$ cat src/rtl/ysyx_201979054_mem_arbiter.sv
// rtl/ysyx_201979054_mem_arbiter.sv - two-client (I-cache/D-cache) arbiter and line buffer in front of the AXI4 master
//
// Purpose: grants one cache request at a time, converts it into a single
// request on the AXI4 master's CPU-side interface with stable burst
// attributes, assembles/serialises 64-bit beats and returns the result to
// the owning client with a one-cycle valid pulse.
//
// Ports:
//   clk, arst_n                 clock, asynchronous active-low reset
//   i_ic_req/i_ic_addr          I-cache line refill request (level)
//   o_ic_line/o_ic_valid        I-cache refilled line, completion pulse
//   i_dc_req/we/uncached/addr   D-cache request (level) and its kind
//   i_dc_wline/wdata/strb/size  D-cache write line, uncached data/strobe/size
//   o_dc_rline/rdata/valid      D-cache refilled line, uncached beat, pulse
//   o_read_req/o_write_req      one-cycle request pulses to the AXI4 master
//   o_addr/o_axi_len/size/burst/strb  held transaction attributes
//   o_write_data                current write beat
//   i_read_data/i_axi_handshake/i_axi_done  beat data, beat strobe, completion

module ysyx_201979054_mem_arbiter #(
    parameter int LINE_BEATS = 4,
    parameter int ADDR_W     = 32
) (
    input  logic                     clk,
    input  logic                     arst_n,
    input  logic                     i_ic_req,
    input  logic [ADDR_W-1:0]        i_ic_addr,
    output logic [64*LINE_BEATS-1:0] o_ic_line,
    output logic                     o_ic_valid,
    input  logic                     i_dc_req,
    input  logic                     i_dc_we,
    input  logic                     i_dc_uncached,
    input  logic [ADDR_W-1:0]        i_dc_addr,
    input  logic [64*LINE_BEATS-1:0] i_dc_wline,
    input  logic [63:0]              i_dc_wdata,
    input  logic [7:0]               i_dc_strb,
    input  logic [2:0]               i_dc_size,
    output logic [64*LINE_BEATS-1:0] o_dc_rline,
    output logic [63:0]              o_dc_rdata,
    output logic                     o_dc_valid,
    output logic                     o_write_req,
    output logic                     o_read_req,
    output logic [ADDR_W-1:0]        o_addr,
    output logic [63:0]              o_write_data,
    output logic [7:0]               o_axi_len,
    output logic [2:0]               o_axi_size,
    output logic [1:0]               o_axi_burst,
    output logic [7:0]               o_axi_strb,
    input  logic [63:0]              i_read_data,
    input  logic                     i_axi_done,
    input  logic                     i_axi_handshake
);

    localparam int LW     = 64 * LINE_BEATS;
    localparam int OFF_W  = $clog2(8 * LINE_BEATS);
    localparam int BEAT_W = $clog2(LINE_BEATS);
    localparam int CNT_W  = BEAT_W + 1;

    localparam logic [ADDR_W-1:0] LINE_MASK = {ADDR_W{1'b1}} << OFF_W;
    localparam logic [BEAT_W-1:0] LAST_BEAT = BEAT_W'(LINE_BEATS - 1);
    localparam logic [7:0]        LINE_LEN  = 8'(LINE_BEATS - 1);

    typedef enum logic [1:0] {
        S_IDLE  = 2'd0,
        S_ISSUE = 2'd1,
        S_XFER  = 2'd2,
        S_RESP  = 2'd3
    } state_t;

    state_t r_state;
    state_t w_next;

    logic              r_owner_dc;
    logic              r_last_dc;
    logic              r_we;
    logic              r_unc;
    logic [ADDR_W-1:0] r_addr;
    logic [7:0]        r_len;
    logic [2:0]        r_size;
    logic [1:0]        r_burst;
    logic [7:0]        r_strb;
    logic [63:0]       r_wdata;
    logic [CNT_W-1:0]  r_cnt;
    logic [LW-1:0]     r_line;
    logic [63:0]       r_rdata;

    logic              w_any_req;
    logic              w_grant_dc;
    logic              w_cnt_sat;
    logic [BEAT_W-1:0] w_idx;
    logic [BEAT_W-1:0] w_widx;

    // D-cache has priority, but yields to a waiting I-cache right after it
    // was served, so contention alternates D, I, D, I ...
    assign w_any_req  = i_ic_req | i_dc_req;
    assign w_grant_dc = i_dc_req & ~(i_ic_req & r_last_dc);

    // The counter has one extra bit; once it reaches LINE_BEATS it stops and
    // further handshakes no longer touch the buffer.
    assign w_cnt_sat = r_cnt[BEAT_W];
    assign w_idx     = r_cnt[BEAT_W-1:0];
    assign w_widx    = w_cnt_sat ? LAST_BEAT : w_idx;

    always_comb begin
        w_next = r_state;
        case (r_state)
            S_IDLE:  if (w_any_req)  w_next = S_ISSUE;
            S_ISSUE: w_next = S_XFER;
            S_XFER:  if (i_axi_done) w_next = S_RESP;
            S_RESP:  w_next = S_IDLE;
            default: w_next = S_IDLE;
        endcase
    end

    always_ff @(posedge clk or negedge arst_n) begin
        if (!arst_n) begin
            r_state    <= S_IDLE;
            r_owner_dc <= 1'b0;
            r_last_dc  <= 1'b0;
            r_we       <= 1'b0;
            r_unc      <= 1'b0;
            r_addr     <= '0;
            r_len      <= '0;
            r_size     <= '0;
            r_burst    <= '0;
            r_strb     <= '0;
            r_wdata    <= '0;
            r_cnt      <= '0;
            r_line     <= '0;
            r_rdata    <= '0;
        end else begin
            r_state <= w_next;

            if (r_state == S_IDLE && w_any_req) begin
                r_owner_dc <= w_grant_dc;
                r_last_dc  <= w_grant_dc;
                r_we       <= w_grant_dc & i_dc_we;
                r_unc      <= w_grant_dc & i_dc_uncached;
                r_wdata    <= i_dc_wdata;
                r_cnt      <= '0;
                r_burst    <= 2'b01;
                if (w_grant_dc && i_dc_uncached) begin
                    r_addr <= i_dc_addr;
                    r_len  <= 8'd0;
                    r_size <= i_dc_size;
                    r_strb <= i_dc_strb;
                end else begin
                    r_addr <= (w_grant_dc ? i_dc_addr : i_ic_addr) & LINE_MASK;
                    r_len  <= LINE_LEN;
                    r_size <= 3'b011;
                    r_strb <= 8'hFF;
                end
            end

            if (r_state == S_XFER && i_axi_handshake) begin
                if (!w_cnt_sat) begin
                    r_cnt <= r_cnt + 1'b1;
                end
                if (!r_we) begin
                    if (r_unc) begin
                        r_rdata <= i_read_data;
                    end else if (!w_cnt_sat) begin
                        r_line[{w_idx, 6'd0} +: 64] <= i_read_data;
                    end
                end
            end
        end
    end

    // Write beats are taken live from the client, which holds its line
    // until it sees valid.
    always_comb begin
        o_write_data = '0;
        if ((r_state == S_ISSUE || r_state == S_XFER) && r_we) begin
            o_write_data = r_unc ? r_wdata : i_dc_wline[{w_widx, 6'd0} +: 64];
        end
    end

    assign o_read_req  = (r_state == S_ISSUE) && !r_we;
    assign o_write_req = (r_state == S_ISSUE) &&  r_we;
    assign o_ic_valid  = (r_state == S_RESP)  && !r_owner_dc;
    assign o_dc_valid  = (r_state == S_RESP)  &&  r_owner_dc;

    assign o_addr      = r_addr;
    assign o_axi_len   = r_len;
    assign o_axi_size  = r_size;
    assign o_axi_burst = r_burst;
    assign o_axi_strb  = r_strb;

    assign o_ic_line   = r_line;
    assign o_dc_rline  = r_line;
    assign o_dc_rdata  = r_rdata;

endmodule

$ cat config.mk
export PLATFORM = sky130hd
export DESIGN_NAME = ysyx_201979054_mem_arbiter
export DESIGN_NICKNAME = d
export VERILOG_FILES = /design/src/rtl/ysyx_201979054_mem_arbiter.sv
export SDC_FILE = /design/constraint.sdc
export NUM_CORES = 1
export LEC_CHECK = 0
export CAP_MARGIN = 40
export CELL_PAD_IN_SITES_DETAIL_PLACEMENT = 0
export CELL_PAD_IN_SITES_GLOBAL_PLACEMENT = 1
export CORE_AREA = 3 3 447 449
export CTS_CLUSTER_DIAMETER = 120
export CTS_CLUSTER_SIZE = 14
export DETAILED_ROUTE_END_ITERATION = 7
export DIE_AREA = 0 0 450 452
export PLACE_DENSITY_LB_ADDON = 0.3
export REMOVE_ABC_BUFFERS = 1
export SETUP_SLACK_MARGIN = 0.5
export SYNTH_ARGS = -nofsm -noshare
export SYNTH_HDL_FRONTEND = slang
export SYNTH_SLANG_ARGS = --single-unit
$ cat constraint.sdc
create_clock -name clk -period 2.2 [get_ports clk]
set_input_delay 0.22 -clock clk [delete_from_list [all_inputs] [get_ports clk]]
set_output_delay 0.22 -clock clk [all_outputs]
set_load 0.01 [all_outputs]
==> results.cfg <==
[route]
drc = 0
drt-pass1-iter-count = 5
ant_nets = 0
wl_um = 141200
drtIter0Drc = 1147
viasPerCell = 3.327
via_count = 20350
wl_per_cell_um = 23.10

[placement]
port_buffers = 1151
place_congestion = 0.8510
dp_hpwl_um = 110100

[timing]
layout_worst_path_cycle_share_pct = 122.2
hold_violations = 0
rsz0062_at_grt = true
final.setup_skew_ns = 0.02320
max-slew-margin-rel_pct = 58.83
final_max_slew_viol_count = 0
worstMarginPinSlew_ns = 0.6176
fmax_mhz = 372.0
tns_ns = -26.32
fin_hold_ws_ns = 0.08664
worst_slack_ns = -0.4883
setup_viol = 65
period_needed_ns = 2.688

[synth]
synth_compound_area_share_pct = 6.114
synth-xor-area-share_pct = 0
synthSimpleGateAreaFrac_pct = 9.890
syn-instance-count = 2345
syn_area_um2 = 23130
yosys_warnings = 0
synth-adder-area-share_pct = 0.5951
async_flop_share_pct = 100.0
synth.distinct_cells = 47
synthFlopType = dfrtp_1
synth_top_family_by_area = multiplexers
synth_mux_area_share_pct = 19.55
ys_seq_area_share_pct = 47.29
synth_edf_count = 0
synth_seq_cells = 437
avgSynthCellArea_um2 = 9.862

[run_status]
violations = negative setup slack
outcome = finished with violations

[die]
start_util_pct = 11.76
core_area_um2 = 196600
io_pins = 1164
dieArea_um2 = 203400
die_h_um = 452
dieWidth_um = 450
rows = 163

[pwr]
vdd_ir_drop_max_uv = 449.3
seqPwrFrac_pct = 28.9
power.internal_w = 0.03108
p_leak_nw = 18.79
combinationalPowerShare_pct = 58.2
p_sw_w = 0.02070
pwr-share-clk_pct = 12.9
sw_frac_of_total_pct = 39.98
powerDensity_nw_per_um2 = 1265

[global_route]
grt_pass1_wl_um = 185900
grt-ovfl-total = 0
antenna_found_initial = 28
grt_pass1_vias = 21320
grt_max_degree = 87
grt_usage_pct = 13.16

[setup_path]
crit_fanout = 6
critPathArrivalTime_ns = 2.47
required_ns = 1.98
crit_type = reg2out
start_kind = flop
endpoint_kind = output port

[cts]
cts_buffer_depth = 3
cts.htree.levels = 2
clk_pin_slew_ns = 0.07
cts_buffers = 38
tritoncts = done
cts-root-buf = clkbuf_16
clk_latency_ns = 0.61
cts_sinks = 437

[final_layout]
fin_util_pct = 20.82
nNetsFinal = 3935
drive_above_1_share_pct = 19.62
multi_input_area_um2 = 9089
most-common-layout-cells = 1069 x clkdlybuf4s50_1, 522 x nand2_1, 432 x dfrtp_1
layout_commonest_cell = clkdlybuf4s50_1
final-seq-area_um2 = 10940
fillers = 21680
synthToLayoutAreaGrowth_pct = 77.03

[min_path]
worstHoldPathType = in2async

[run]
drv_cap = 0
==> metrics by stage <==
stage	worst slack [ns]	cell area, µm²	instances	power, W
after floorplan	-3.328	20310	1954	0.02319
after global placement	-0.4260	37600	5953	0.04270
after detailed placement	-0.4112	37600	5953	0.04282
after CTS	-0.5987	40370	6085	0.05256
after global routing	-0.6628	40930	6112	0.05492
final	-0.4883	40940	6115	0.05178
==> worst paths after layout <==
path	startpoint	endpoint	slack, ns	cells after the start
worst max-delay path	r_state[0]	o_write_data[19]	-0.49	10
worst min-delay path	arst_n	o_dc_rline[12]	0.09	2
worst max register to register	r_cnt[1]	o_dc_rline[16]	-0.01	11
worst min register to register	o_axi_burst[0]	o_axi_burst[0]	0.48	1
max in group asynchronous	arst_n	o_dc_rline[39]	1.28	4
min in group clk	i_dc_wdata[17]	r_wdata[17]	0.15	3
==> repair_timing <==
| item | in CTS | in global routing |
|---|---|---|
| resized for setup | 381 | 93 |
| endpoints found under the setup margin | 1059 | 1001 |
| hold endpoints to repair | 323 | 0 |
| gates cloned | 21 | 4 |
| pin swaps | 53 | 38 |
| setup buffers | 62 | 16 |
| hold buffers | 1 | 0 |
==> worst max-delay path: stages (launching register included) <==
cell,delay [ns]
dfrtp_1,0.37
inv_2,0.07
ha_4,0.26
and3b_2,0.30
buf_6,0.14
buf_16,0.12
buf_12,0.13
o21ai_4,0.06
o21ai_2,0.17
buf_6,0.14
buf_12,0.12
==> registers in the layout, summed over array words and instances (netlist names) <==
name / flops
o_addr: 32
o_axi_burst: 1
o_axi_len: 1
o_axi_size: 3
o_axi_strb: 8
o_dc_rdata: 64
o_dc_rline: 256
r_cnt: 3
r_last_dc: 1
r_state: 2
r_unc: 1
r_wdata: 64
r_we: 1
==> cell usage after synthesis, types with 6 or more instances <==
cell | instances | area, µm²
clkbuf_1 | 36 | 135.1
nand3_1 | 6 | 30.03
buf_4 | 270 | 2027
mux2_1 | 6 | 67.56
buf_2 | 52 | 260.3
nand2_1 | 540 | 2027
mux2_4 | 60 | 900.9
buf_6 | 36 | 405.4
o21ai_1 | 141 | 705.7
o22ai_1 | 62 | 387.9
dfrtp_1 | 437 | 10940
ha_1 | 11 | 137.6
a22o_1 | 7 | 61.31
o21ai_0 | 14 | 70.07
o22a_1 | 10 | 87.58
mux2i_1 | 283 | 2833
inv_1 | 263 | 987.2
mux2_2 | 64 | 720.7
==> power by group through the flow <==
stage / Clock [W] / Combinational, W / Sequential (W)
2_1_floorplan: 0 / 0.00704 / 0.0161
3_3_place_gp: 0 / 0.0275 / 0.0152
3_5_place_dp: 0 / 0.0276 / 0.0153
4_1_cts: 0.00711 / 0.0303 / 0.0151
5_1_grt: 0.00734 / 0.0321 / 0.0154
6_report: 0.00667 / 0.0302 / 0.0150
==> cell families (layout without fill, tap and decap cells) <==
logic type,after synthesis,count (layout)
AO/OA/AOI/OAI,248,248
adder cells (fa/ha/maj),11,11
buffers and inverters,660,1773
flip-flops,437,437
multiplexers,413,413
other,1,17
AND/OR/NAND/NOR,575,576
==> metal layers <==
| layer | share of wire, % | track usage (%) | routed length [µm] | up-vias |
|---|---|---|---|---|
| met5 | 0.057 | 0 | 80 | - |
| met4 | 3.7 | 4.805 | 5276 | 12 |
| met3 | 4.8 | 2.557 | 6833 | 146 |
| met2 | 56 | 25.85 | 78650 | 696 |
| met1 | 36 | 13.65 | 50390 | 9987 |
| li1 | - | - | - | 9506 |
==> cell type report <==
class	count	share of cell area (%)
clock buffer	41	2.350
timing repair buffer	1462	37.94
tap	2640	8.068
inverter	263	2.430
multi-input combinational	1255	22.20
clock inverter	7	0.2170
antenna	10	0.06112
sequential	437	26.73
Note: power is estimated with default switching activity, not from simulation.
